**config.mk**
```make
export PLATFORM = sky130hd
export DESIGN_NAME = regfile_wr_arbiter
export DESIGN_NICKNAME = d
export VERILOG_FILES = /design/src/rtl/regfile_wr_arbiter.sv
export SDC_FILE = /design/constraint.sdc
export NUM_CORES = 1
export LEC_CHECK = 0
export BUFFER_PORTS_ARGS = -buffer_cell sky130_fd_sc_hd__buf_4
export CORE_MARGIN = 2
export CORE_UTILIZATION = 40
export CTS_CLUSTER_SIZE = 24
export DETAILED_ROUTE_END_ITERATION = 8
export PLACE_DENSITY = 0.75
export SLEW_MARGIN = 5
export SYNTH_ARGS = -nofsm -noshare
export SYNTH_HDL_FRONTEND = slang
export SYNTH_SLANG_ARGS = --single-unit
```
**constraint.sdc**
```tcl
create_clock -name clk -period 1.9 [get_ports clk]
set_input_delay 0.095 -clock clk [delete_from_list [all_inputs] [get_ports clk]]
set_output_delay 0.095 -clock clk [all_outputs]
set_load 0.01 [all_outputs]
```
**src/rtl/regfile_wr_arbiter.sv**
```systemverilog
// Round-robin write-port arbiter for the 32-entry register file; winner is registered onto wr_*.
// Optional macro REGFILE_R0_ZERO_EN: grants to address 0 are accepted but never write register 0.
module regfile_wr_arbiter #(
    parameter int NREQ  = 4,
    parameter int CNT_W = 16
) (
    input  logic                 clk,
    input  logic                 rst,
    input  logic [NREQ-1:0]      req,
    input  logic [5*NREQ-1:0]    req_addr,
    input  logic [32*NREQ-1:0]   req_data,
    output logic [NREQ-1:0]      gnt,
    output logic                 wr_en,
    output logic [4:0]           wr_addr,
    output logic [31:0]          wr_data,
    output logic [CNT_W-1:0]     conflict_cnt
);

    localparam int PTR_W = $clog2(NREQ);

    logic [PTR_W-1:0] rr_ptr_q, rr_ptr_d;
    logic [PTR_W-1:0] win_idx;
    logic             win_found;
    logic             xfer;
    logic [4:0]       win_addr;
    logic [31:0]      win_data;
    logic             wr_en_q, wr_en_d;
    logic [4:0]       wr_addr_q, wr_addr_d;
    logic [31:0]      wr_data_q, wr_data_d;
    logic [CNT_W-1:0] conflict_cnt_q, conflict_cnt_d;

    // (p + k) mod NREQ, valid for p < NREQ and k <= NREQ
    function automatic logic [PTR_W-1:0] rot_idx(input logic [PTR_W-1:0] p, input int k);
        int s;
        s = int'(p) + k;
        if (s >= NREQ) s = s - NREQ;
        return PTR_W'(s);
    endfunction

    function automatic logic [CNT_W-1:0] sat_inc(input logic [CNT_W-1:0] c);
        if (&c) return c;
        return c + 1'b1;
    endfunction

    // Rotate-priority search starting at rr_ptr
    always_comb begin
        win_found = 1'b0;
        win_idx   = '0;
        for (int k = 0; k < NREQ; k++) begin
            if (!win_found && req[rot_idx(rr_ptr_q, k)]) begin
                win_found = 1'b1;
                win_idx   = rot_idx(rr_ptr_q, k);
            end
        end
    end

    always_comb begin
        gnt = '0;
        if (win_found && !rst) gnt = NREQ'(1) << win_idx;
        xfer     = |gnt;
        win_addr = req_addr[int'(win_idx)*5 +: 5];
        win_data = req_data[int'(win_idx)*32 +: 32];
    end

    always_comb begin
        rr_ptr_d = rr_ptr_q;
        if (xfer) rr_ptr_d = rot_idx(win_idx, 1);

        wr_en_d = xfer;
`ifdef REGFILE_R0_ZERO_EN
        if (win_addr == 5'd0) wr_en_d = 1'b0;
`else
`endif
        wr_addr_d = wr_addr_q;
        wr_data_d = wr_data_q;
        if (wr_en_d) begin
            wr_addr_d = win_addr;
            wr_data_d = win_data;
        end

        conflict_cnt_d = conflict_cnt_q;
        if ($countones(req) >= 2) conflict_cnt_d = sat_inc(conflict_cnt_q);
    end

    always_ff @(posedge clk) begin
        if (rst) begin
            rr_ptr_q       <= '0;
            wr_en_q        <= 1'b0;
            wr_addr_q      <= '0;
            wr_data_q      <= '0;
            conflict_cnt_q <= '0;
        end else begin
            rr_ptr_q       <= rr_ptr_d;
            wr_en_q        <= wr_en_d;
            wr_addr_q      <= wr_addr_d;
            wr_data_q      <= wr_data_d;
            conflict_cnt_q <= conflict_cnt_d;
        end
    end

    assign wr_en        = wr_en_q;
    assign wr_addr      = wr_addr_q;
    assign wr_data      = wr_data_q;
    assign conflict_cnt = conflict_cnt_q;

endmodule

```
==> impl_metrics.toml <==
[clocking]
clkSinkCount = 56
holdBufCountCts = 0
cts_tree = "yes"
cts_made_buffers = 5
clkTransAtPathRegs_ns = 0.11
worstSkewPairLatency_ns = 0.31
cts_max_level = 2
clock-root-buffer = "clkbuf_8"
cts_buffer_depth = 2

[floorplan]
initial_core_util_pct = 41.35
dieWidth_um = 99.18
core-area_sq_um = 8763
boundaryPins = 212
num_rows = 34
dieArea_sq_um = 9836
dieHeight_um = 99.18

[critical_path]
r2r-end = "wr_data[30]"
end_kind = "flip-flop"
worstSetupPathType = "flip-flop to flip-flop"
crit_path_start_kind = "flip-flop"
reg2reg_depth = 6
crit-reg2reg-launch = "rr_ptr_q[1]"
cp_max_fo = 11
cp_top_family = "simple AND/OR/NAND/NOR gates"
cp.required_ns = 2.11
path_cells = "or4b_4 > buf_12 > buf_4 > and3_1 > a211oi_1 > o31ai_2"
path_buf_inv = 2
r2r_setup_slack_ns = -0.06
max_stage_delay_ns = 0.57
critPathArrivalTime_ns = 2.17
slowest_stage = "or4b_4"

[timing]
hold_violations = 0
finalCritPeriodShare_pct = 103.2
max_slew_margin_pct = 65.45
setup_tns_ns = -0.2538
rsz0062_at_grt = "yes"
finalWorstSetupSlack_ns = -0.06047
period_minus_slack_ns = 1.960
maxSlewViolCount = 0
worst_slew_pin_slew_ns = 0.5052
timing.fmax_mhz = 510.1
fin_skew_ns = 0.01113
timing.hold.ws_ns = 0.09660
setup_viol = 9

[cells_and_area]
final_common_cell = "buf_4"
fill_cells = 713
layout-drive-gt1-share_pct = 56.07
regArea_sq_um = 1126
nets = 797
area_delta_synth_final_pct = 67.92
n_antenna_cell = 0
multiInputGateArea_sq_um = 2525
most-common-layout-cells = "buf_4 (237), a211oi_2 (66), and3_1 (64)"

[power]
cellPowerDensity_nw_per_um2 = 840.2
leakagePower_uw = 0.002672
irDropWorstVdd_uv = 479.9

[route]
drt_iter0_drc = 173
avgRoutedWirePerCell_um = 19.14
drt-vias-per-instance = 5.835
ant_nets = 0
drc = 0
drtPass1Iterations = 4
vias = 4376
drt_wl_total_um = 14350

[synthesis]
ys_warn_count = 0
synth_seq_cells = 56
yosysUniqueCellTypes = 41
synth_area_leaders = "dfxtp_1 (31%), and3_1 (13%), a211oi_1 (10%), a211oi_2 (10%), o31ai_1 (7.0%)"
syn_nets = 575
yosys.area.top_type_share_pct = 30.94
synth_top_cell_by_area = "dfxtp_1"
synth_seq_area_share_pct = 30.94
synth_area_sq_um = 3623
synthCells = 419
avgSynthCellArea_sq_um = 8.648

[min_path]
min_delay_path_depth = 3
min-delay-start = "req_data[60]"
hold_path_class = "input pin to flip-flop"
min_to = "wr_data[28]"

[global_routing]
grt_pass1_wl_um = 21690
overflow = 0
antenna_found_initial = 0
grt_max_degree = 45
grt.total_usage_pct = 27.15
grt_pass1_vias = 4336

[run_status]
violations = "setup timing"
status = "finished, violations left"

[placement]
io_buffers = 211
dp_hpwl_um = 9744
place_congestion = 0.8642

[flow_run]
cap_violations = 0
area by class of cell:
cell class | instances | share of cell area [%]
clock inverters | 2 | 0.6375
flip-flops and latches | 56 | 18.51
repair buffers | 257 | 35.60
inverters | 3 | 0.1851
multi-input cells | 318 | 41.50
well taps | 108 | 2.221
clock buffers | 6 | 1.357
what timing repair did:
item / in CTS / in global routing
gates resized for setup: 23 / 54
endpoints found under the setup margin: 8 / 41
pin swaps: 8 / 41
setup buffers: 8 / 4
gates cloned: 3 / 2
metrics by stage:
stage / total power, uW / util (%) / cells / area, sq um / worst slack, ns
after floorplan: 2779 / - / 419 / 3623 / 0.1483
after global placement: 3601 / 61.34 / 726 / 5375 / 0.02829
after detailed placement: 3650 / 61.34 / 726 / 5375 / -0.02009
after CTS: 4808 / 65.89 / 745 / 5774 / -0.05938
after global routing: 5372 / 69.43 / 750 / 6085 / -0.1244
final: 5112 / 69.43 / 750 / 6085 / -0.06047
power by group:
group	leakage [uW]	switching (uW)	internal (uW)	total, uW
Clock	0.0000614	416	432	849
Combinational	0.00215	1310	1460	2770
Sequential	0.000464	120	1370	1490
layer usage:
| metal | vias to the layer above | global-route usage [%] | wire length (um) |
|---|---|---|---|
| li1 | 2043 | - | - |
| met1 | 2106 | 33.58 | 5494 |
| met2 | 207 | 47.92 | 7470 |
| met3 | 20 | 5.622 | 1125 |
| met4 | 0 | 7.376 | 263 |
| met5 | - | 0 | 0 |
sequential cells by signal, summed over array words and instances (netlist names):
signal	cells
wr_data	32
conflict_cnt	16
wr_en	1
rr_ptr_q	2
wr_addr	5
worst max path at each step:
stage,start,endpoint,slack (ns),cells past startpoint
after floorplan,rr_ptr_q[0],wr_addr[0],0.15,7
after global routing,rr_ptr_q[1],gnt[1],-0.12,6
after CTS,rr_ptr_q[0],gnt[1],-0.06,7
after detailed placement,req[0],conflict_cnt[8],-0.02,7
after global placement,req[0],conflict_cnt[8],0.03,7
final,rr_ptr_q[1],wr_data[30],-0.06,6
worst min-delay path, cell delays in order:
cell	delay (ns)
buf_4	0.08
a211oi_2	0.06
o31ai_2	0.15
synthesized netlist by cell type, drive strengths merged:
library cell	n
a2111oi	1
a211oi	78
a21boi	1
a21o	1
a21oi	7
and3	77
and4b	1
buf	22
clkbuf	20
dfxtp	56
fa	1
ha	1
inv	3
mux2i	2
nand2	43
nand2b	3
nand3	8
nand3b	1
nand4	2
nand4b	1
nor2	21
nor2b	3
nor3	6
nor4	1
nor4b	1
nor4bb	1
o21ai	1
o31ai	38
o32a	1
o32ai	1
or2	1
or3	2
or4b	1
xnor2	11
xor2	1
cell families after synthesis:
family          Yosys count  share of synthesized area (%)
compound gates          129                          30.87
flops                    56                          30.94
mux                       2                         0.5525
fa+ha+maj                 2                         0.8978
simple gates            173                          26.07
xor+xnor                 12                          2.901
buf+inv                  45                          7.769
(Power assumes the default switching activity.)
